===== config.mk =====
export PLATFORM = sky130hd
export DESIGN_NAME = pipe_ctrl_flat
export DESIGN_NICKNAME = d
export VERILOG_FILES = /design/src/rtl/pipe_ctrl_if.sv /design/src/rtl/pipe_ctrl.sv /design/src/flat_wrapper.sv
export SDC_FILE = /design/constraint.sdc
export NUM_CORES = 1
export LEC_CHECK = 0
export BUFFER_PORTS_ARGS = -buffer_cell sky130_fd_sc_hd__clkbuf_2
export CAP_MARGIN = 5
export CORE_MARGIN = 8
export CORE_UTILIZATION = 50
export CTS_BUF_LIST = sky130_fd_sc_hd__clkbuf_2 sky130_fd_sc_hd__clkbuf_4 sky130_fd_sc_hd__clkbuf_8
export DETAILED_ROUTE_END_ITERATION = 7
export PLACE_DENSITY_LB_ADDON = 0.12
export SYNTH_ARGS = -nofsm -noshare
export SYNTH_HDL_FRONTEND = slang
export SYNTH_SLANG_ARGS = --single-unit
export TNS_END_PERCENT = 20

===== constraint.sdc =====
create_clock -name CLK -period 2.8 [get_ports CLK]
set_input_delay 0.56 -clock CLK [delete_from_list [all_inputs] [get_ports CLK]]
set_output_delay 0.56 -clock CLK [all_outputs]
set_load 0.005 [all_outputs]

===== src/rtl/pipe_ctrl_if.sv =====
// Pipeline control bundle: hazard/cache requests in, latch
// enables, flushes, halt status and performance counters out.
interface pipe_ctrl_if #(
   parameter int CNT_W = 32
);
   logic             stall;
   logic             flush_if;
   logic             flush_id;
   logic             flush_ex;
   logic             ihit;
   logic             dhit;
   logic             dmemREN_mem;
   logic             dmemWEN_mem;
   logic             halt_wb;
   logic             pc_en;
   logic             en_ifid;
   logic             en_idex;
   logic             en_exmem;
   logic             en_memwb;
   logic             flush_ifid;
   logic             flush_idex;
   logic             flush_exmem;
   logic             halted;
   logic [CNT_W-1:0] cyc_cnt;
   logic [CNT_W-1:0] stall_cnt;
   logic [CNT_W-1:0] flush_cnt;

   modport master (
      output stall, flush_if, flush_id, flush_ex,
      output ihit, dhit, dmemREN_mem, dmemWEN_mem, halt_wb,
      input  pc_en, en_ifid, en_idex, en_exmem, en_memwb,
      input  flush_ifid, flush_idex, flush_exmem,
      input  halted, cyc_cnt, stall_cnt, flush_cnt
   );

   modport slave (
      input  stall, flush_if, flush_id, flush_ex,
      input  ihit, dhit, dmemREN_mem, dmemWEN_mem, halt_wb,
      output pc_en, en_ifid, en_idex, en_exmem, en_memwb,
      output flush_ifid, flush_idex, flush_exmem,
      output halted, cyc_cnt, stall_cnt, flush_cnt
   );
endinterface


===== src/rtl/pipe_ctrl.sv =====
// Pipeline advance controller: latch enables/flushes, held
// flush requests across freezes, halt tracking, perf counters.
module pipe_ctrl #(
   parameter int CNT_W = 32
) (
   input logic        CLK,
   input logic        nRST,
   pipe_ctrl_if.slave bus
);
   typedef enum logic [1:0] {RUN, HOLD, HALT} state_e;

   state_e           state_q, state_d;
   logic [2:0]       pend_q, pend_d;
   logic [CNT_W-1:0] cyc_q, cyc_d;
   logic [CNT_W-1:0] stl_q, stl_d;
   logic [CNT_W-1:0] flu_q, flu_d;

   logic       dbusy;
   logic       live;
   logic       adv;
   logic       hold_fetch;
   logic       stl_inc;
   logic       flu_inc;
   logic [2:0] req;
   logic [2:0] fx;

   // nRST gates adv so outputs drop the moment reset asserts
   always_comb begin
      dbusy = (bus.dmemREN_mem | bus.dmemWEN_mem) & ~bus.dhit;
      req   = {bus.flush_if, bus.flush_id, bus.flush_ex};
      live  = (state_q != HALT);
      adv   = nRST & bus.ihit & ~dbusy & live;
      fx    = adv ? (req | pend_q) : 3'b000;
      hold_fetch = adv & bus.stall & ~fx[2];
      stl_inc = live & (~adv | hold_fetch);
      flu_inc = |fx;
   end

   assign bus.pc_en       = adv & ~hold_fetch;
   assign bus.en_ifid     = adv & ~hold_fetch;
   assign bus.en_idex     = adv;
   assign bus.en_exmem    = adv;
   assign bus.en_memwb    = adv;
   assign bus.flush_ifid  = fx[2];
   assign bus.flush_idex  = fx[1];
   assign bus.flush_exmem = fx[0];
   assign bus.halted      = (state_q == HALT);
   assign bus.cyc_cnt     = cyc_q;
   assign bus.stall_cnt   = stl_q;
   assign bus.flush_cnt   = flu_q;

   always_comb begin
      state_d = state_q;
      unique case (state_q)
         RUN: begin
            if (adv && bus.halt_wb) state_d = HALT;
            else if (!adv)          state_d = HOLD;
         end
         HOLD: begin
            if (adv) state_d = bus.halt_wb ? HALT : RUN;
         end
         HALT:    state_d = HALT;
         default: state_d = RUN;
      endcase
   end

   always_comb begin
      pend_d = pend_q;
      cyc_d  = cyc_q;
      stl_d  = stl_q;
      flu_d  = flu_q;
      if (live) begin
         pend_d = adv ? 3'b000 : (pend_q | req);
         cyc_d  = cyc_q + {{(CNT_W-1){1'b0}}, 1'b1};
         stl_d  = stl_q + {{(CNT_W-1){1'b0}}, stl_inc};
         flu_d  = flu_q + {{(CNT_W-1){1'b0}}, flu_inc};
      end
   end

   always_ff @(posedge CLK or negedge nRST) begin
      if (!nRST) begin
         state_q <= RUN;
         pend_q  <= 3'b000;
         cyc_q   <= '0;
         stl_q   <= '0;
         flu_q   <= '0;
      end else begin
         state_q <= state_d;
         pend_q  <= pend_d;
         cyc_q   <= cyc_d;
         stl_q   <= stl_d;
         flu_q   <= flu_d;
      end
   end
endmodule


===== src/flat_wrapper.sv =====
// flat-port wrapper written by rule: the top's interface ports become plain ports
module pipe_ctrl_flat 
#(
   parameter int CNT_W = 32
)
  (CLK, nRST, bus_stall, bus_flush_if, bus_flush_id, bus_flush_ex, bus_ihit, bus_dhit, bus_dmemREN_mem, bus_dmemWEN_mem, bus_halt_wb, bus_pc_en, bus_en_ifid, bus_en_idex, bus_en_exmem, bus_en_memwb, bus_flush_ifid, bus_flush_idex, bus_flush_exmem, bus_halted, bus_cyc_cnt, bus_stall_cnt, bus_flush_cnt);
  pipe_ctrl_if #(.CNT_W(CNT_W)) bus_i ();
  input logic CLK;
  input logic nRST;
  input wire logic [$bits(bus_i.stall)-1:0] bus_stall;
  input wire logic [$bits(bus_i.flush_if)-1:0] bus_flush_if;
  input wire logic [$bits(bus_i.flush_id)-1:0] bus_flush_id;
  input wire logic [$bits(bus_i.flush_ex)-1:0] bus_flush_ex;
  input wire logic [$bits(bus_i.ihit)-1:0] bus_ihit;
  input wire logic [$bits(bus_i.dhit)-1:0] bus_dhit;
  input wire logic [$bits(bus_i.dmemREN_mem)-1:0] bus_dmemREN_mem;
  input wire logic [$bits(bus_i.dmemWEN_mem)-1:0] bus_dmemWEN_mem;
  input wire logic [$bits(bus_i.halt_wb)-1:0] bus_halt_wb;
  output wire logic [$bits(bus_i.pc_en)-1:0] bus_pc_en;
  output wire logic [$bits(bus_i.en_ifid)-1:0] bus_en_ifid;
  output wire logic [$bits(bus_i.en_idex)-1:0] bus_en_idex;
  output wire logic [$bits(bus_i.en_exmem)-1:0] bus_en_exmem;
  output wire logic [$bits(bus_i.en_memwb)-1:0] bus_en_memwb;
  output wire logic [$bits(bus_i.flush_ifid)-1:0] bus_flush_ifid;
  output wire logic [$bits(bus_i.flush_idex)-1:0] bus_flush_idex;
  output wire logic [$bits(bus_i.flush_exmem)-1:0] bus_flush_exmem;
  output wire logic [$bits(bus_i.halted)-1:0] bus_halted;
  output wire logic [$bits(bus_i.cyc_cnt)-1:0] bus_cyc_cnt;
  output wire logic [$bits(bus_i.stall_cnt)-1:0] bus_stall_cnt;
  output wire logic [$bits(bus_i.flush_cnt)-1:0] bus_flush_cnt;
  assign bus_i.stall = bus_stall;
  assign bus_i.flush_if = bus_flush_if;
  assign bus_i.flush_id = bus_flush_id;
  assign bus_i.flush_ex = bus_flush_ex;
  assign bus_i.ihit = bus_ihit;
  assign bus_i.dhit = bus_dhit;
  assign bus_i.dmemREN_mem = bus_dmemREN_mem;
  assign bus_i.dmemWEN_mem = bus_dmemWEN_mem;
  assign bus_i.halt_wb = bus_halt_wb;
  assign bus_pc_en = bus_i.pc_en;
  assign bus_en_ifid = bus_i.en_ifid;
  assign bus_en_idex = bus_i.en_idex;
  assign bus_en_exmem = bus_i.en_exmem;
  assign bus_en_memwb = bus_i.en_memwb;
  assign bus_flush_ifid = bus_i.flush_ifid;
  assign bus_flush_idex = bus_i.flush_idex;
  assign bus_flush_exmem = bus_i.flush_exmem;
  assign bus_halted = bus_i.halted;
  assign bus_cyc_cnt = bus_i.cyc_cnt;
  assign bus_stall_cnt = bus_i.stall_cnt;
  assign bus_flush_cnt = bus_i.flush_cnt;
  pipe_ctrl #(.CNT_W(CNT_W)) u_core (.CLK(CLK), .nRST(nRST), .bus(bus_i));
endmodule

==> qor.txt <==
Tmin final = 2.542 ns
port bufs = 115
Combinational Power Share = 16.2%
remaining global-route overflow = 0
Area contributors post-synth = dfrtp_1, xnor2_1, xor2_1, nand2_1, nand3_1
status = completed
initial antenna violation count = 0
Final Setup Violations = 0
Synth async-reset ratio = 100.0%
Via density = 5.144
Hold WC Path Type = input pin to async pin
kind of end point of the critical path = register
Post-Place Cells = 638
switching power = 0.9838 mW
Fin. Hold Viols = 0
die height = 111.2 um
latest clock arrival within the worst-skew pair = 0.36 ns
# nets final = 557
Peak VDD IR = 0.3515 mV
Yosys top cell area share = 55.75%
top cell type by total area after synthesis = dfrtp_1
Place WS = -0.04159 ns
clock sink count = 101
DR vias = 3,364
post-CTS setup buffers = 0
Die ar. = 12,370 sq um
slowest stage cell, crit path = nor4_2
Top FF cell, synth = dfrtp_1
Syn Nets = 431
Boundary Pins = 116
Mapped Cells = 415
first-pass GRT wire length = 17,140 um
reg-to-reg startpoint = u_core.state_q[1]$_DFFE_PN0P_
Iteration-0 DRC Markers = 95
FILL cells = 749
Power Density = 615.9 nW/um^2
WL/cell = 15.31 um
Reg2Reg Capture Point = u_core.bus.flush_cnt[20]$_DFFE_PN0P_
clock root cell = clkbuf_8
Internal = 2.400 mW
final WL = 10,010 um
crit-path cells = nand2b_1 > nand2_1 > a31oi_1 > ha_1 > ha_1 > nand2_1 > nor4_2 > nor2b_2 > nand3_1 > xnor2_1
Routed Antenna Nets = 0
Reg power frac = 53.3%
Rows = 34
vias in the first global route = 3,567
Critical Path AT = 2.79 ns
synthesis-stage register bit count = 101
final instance area = 5494 sq um
antenna cells = 0
Initial Util = 51.73%
cts bufs inserted = 9
most numerous cell in the Yosys netlist = dfrtp_1
max cap viols = 0
Hold Slack = 0.3172 ns
Die X = 111.2 um
CP peak stage delay = 0.41 ns
Net Sw Frac = 29.07%
RSZ-0062 raised after global routing = false
P&R area growth vs syn = 21.20%
fin worst setup slack = 0.2576 ns
largest net degree at the start of global routing = 63
Post-synth top cells = dfrtp_1, xnor2_1, nand2_1
CTS Buffer Depth = 2
CTS tree = built
Post-DP Area = 5265 sq um
cells on worst reg2reg path = 10
leakage = 2.812 nW
startpoint class of the critical path = register
post-synthesis cell type count = 35
Multi-input gate area = 1933 sq um
Synth Cell Area = 4533 sq um
synthesized area per cell = 10.92 sq um
# DRC = 0
routability cong. = 0.7723
post-synthesis sequential area ratio = 55.75%
max_slew headroom = 48.22%
GRT Util Overall = 16.31%
drt pass-1 iters = 4
clock share of power = 30.5%
Resize count post-CTS = 0
Yosys Warn Count = 0
clock slew at reported path FFs = 0.11 ns
kind of critical path = register to register
Final Cycle Share = 90.80%
hold_buf cts = 0
Seq. cell area = 2527 sq um
Clock Skew = 0.02158 ns
HPWL Detailed = 7582 um
Slew Limit Fails = 0
share of layout cells above drive strength 1 = 28.02%
Max Fclk = 393.3 MHz
crit-path max FO = 8
R2R Setup Slk = 0.26 ns
worst-margin pin slew = 0.7767 ns
H-Tree Depth = 3
number of enable flip-flop cells after synthesis = 0
Cell Count, Final, Fillers Out = 654
Required @ worst endpoint = 3.05 ns
total core area = 8763 sq um
flip-flops by register name, summed over array words and instances (netlist names):
signal / flops
u_core.state_q: 2
u_core.pend_q: 3
u_core.bus.cyc_cnt: 32
u_core.bus.stall_cnt: 32
u_core.bus.flush_cnt: 32
per-layer routing:
layer / up-vias / global-route usage [%] / part of all wire (%)
met5: - / 0 / 0
met4: 0 / 4.711 / 0.89
met3: 9 / 4.924 / 6.1
met2: 80 / 25.60 / 46
met1: 1618 / 21.19 / 47
li1: 1657 / - / -
cells in the final DEF (no fill, tap or decap), types with 2 or more instances in the layout:
| cell type | count |
|---|---|
| clkbuf_2 | 114 |
| dfrtp_1 | 101 |
| xnor2_1 | 61 |
| nand2_1 | 55 |
| nand3_1 | 38 |
| nor2_1 | 34 |
| xor2_1 | 30 |
| nand4_1 | 19 |
| and3_1 | 14 |
| buf_4 | 11 |
| clkbuf_8 | 9 |
| and4_1 | 7 |
| a21oi_1 | 5 |
| inv_1 | 5 |
| nor3_1 | 5 |
| ha_1 | 5 |
| nand2b_1 | 4 |
| nor4_1 | 3 |
| inv_6 | 3 |
| nor4_2 | 2 |
| or2_2 | 2 |
| nor3_2 | 2 |
| bufinv_16 | 2 |
worst max-delay path by stage:
| stage | cells past startpoint | slack [ns] | endpoint | from |
|---|---|---|---|---|
| after floorplan | 11 | 0.17 | u_core.bus.flush_cnt[20]$_DFFE_PN0P_ | u_core.state_q[1]$_DFFE_PN0P_ |
| after global placement | 12 | 0.11 | u_core.bus.flush_cnt[20]$_DFFE_PN0P_ | bus_dmemWEN_mem |
| after detailed placement | 12 | -0.04 | u_core.bus.flush_cnt[20]$_DFFE_PN0P_ | bus_dmemWEN_mem |
| after CTS | 10 | 0.18 | u_core.bus.flush_cnt[20]$_DFFE_PN0P_ | u_core.state_q[1]$_DFFE_PN0P_ |
| after global routing | 10 | 0.04 | u_core.bus.flush_cnt[18]$_DFFE_PN0P_ | u_core.state_q[1]$_DFFE_PN0P_ |
| final | 10 | 0.26 | u_core.bus.flush_cnt[20]$_DFFE_PN0P_ | u_core.state_q[1]$_DFFE_PN0P_ |
power by group through the flow:
| stage | clock [mW] | combinational [mW] | sequential (mW) |
|---|---|---|---|
| after floorplan | 0 | 0.279 | 1.81 |
| after global placement | 0 | 0.551 | 1.82 |
| after detailed placement | 0 | 0.562 | 1.83 |
| after CTS | 1.06 | 0.562 | 1.80 |
| after global routing | 1.11 | 0.635 | 1.83 |
| final | 1.03 | 0.549 | 1.80 |
logic make-up (layout without fill, tap and decap cells):
group	Yosys count	in the layout	share of synthesized area, %
adders and majority gates	5	5	1.380
DFF	101	101	55.75
and+or+nand+nor	196	196	22.72
xor gates and xnor gates	91	91	17.58
buffers and inverters	15	146	1.656
AOI/OAI and AO/OA	7	7	0.9109
cell type report:
cell class / instances / area share, %
Multi-Input combinational cell: 299 / 35.19
Clock buffer: 9 / 2.255
Timing Repair Buffer: 125 / 11.89
Tap cell: 108 / 2.460
Inverter: 5 / 0.3416
Sequential cell: 101 / 46.00
Clock inverter: 7 / 1.867
per-stage QoR:
stage | TNS, ns | total power, mW | util, %
after floorplan | 0 | 2.091 | -
after global placement | 0 | 2.375 | 60.08
after detailed placement | -0.07295 | 2.389 | 60.08
after global routing | 0 | 3.579 | 62.69
after CTS | 0 | 3.421 | 62.66
final | 0 | 3.384 | 62.69
critical path, delay by kind of cell (launching register included):
family | cells | cell delay (ns)
AO/OA/AOI/OAI | 1 | 0.19
XOR/XNOR | 1 | 0.15
adder cells (fa/ha/maj) | 2 | 0.40
flip-flops | 1 | 0.40
AND/OR/NAND/NOR | 6 | 1.29
No activity file was read; power rests on OpenSTA's default activity.
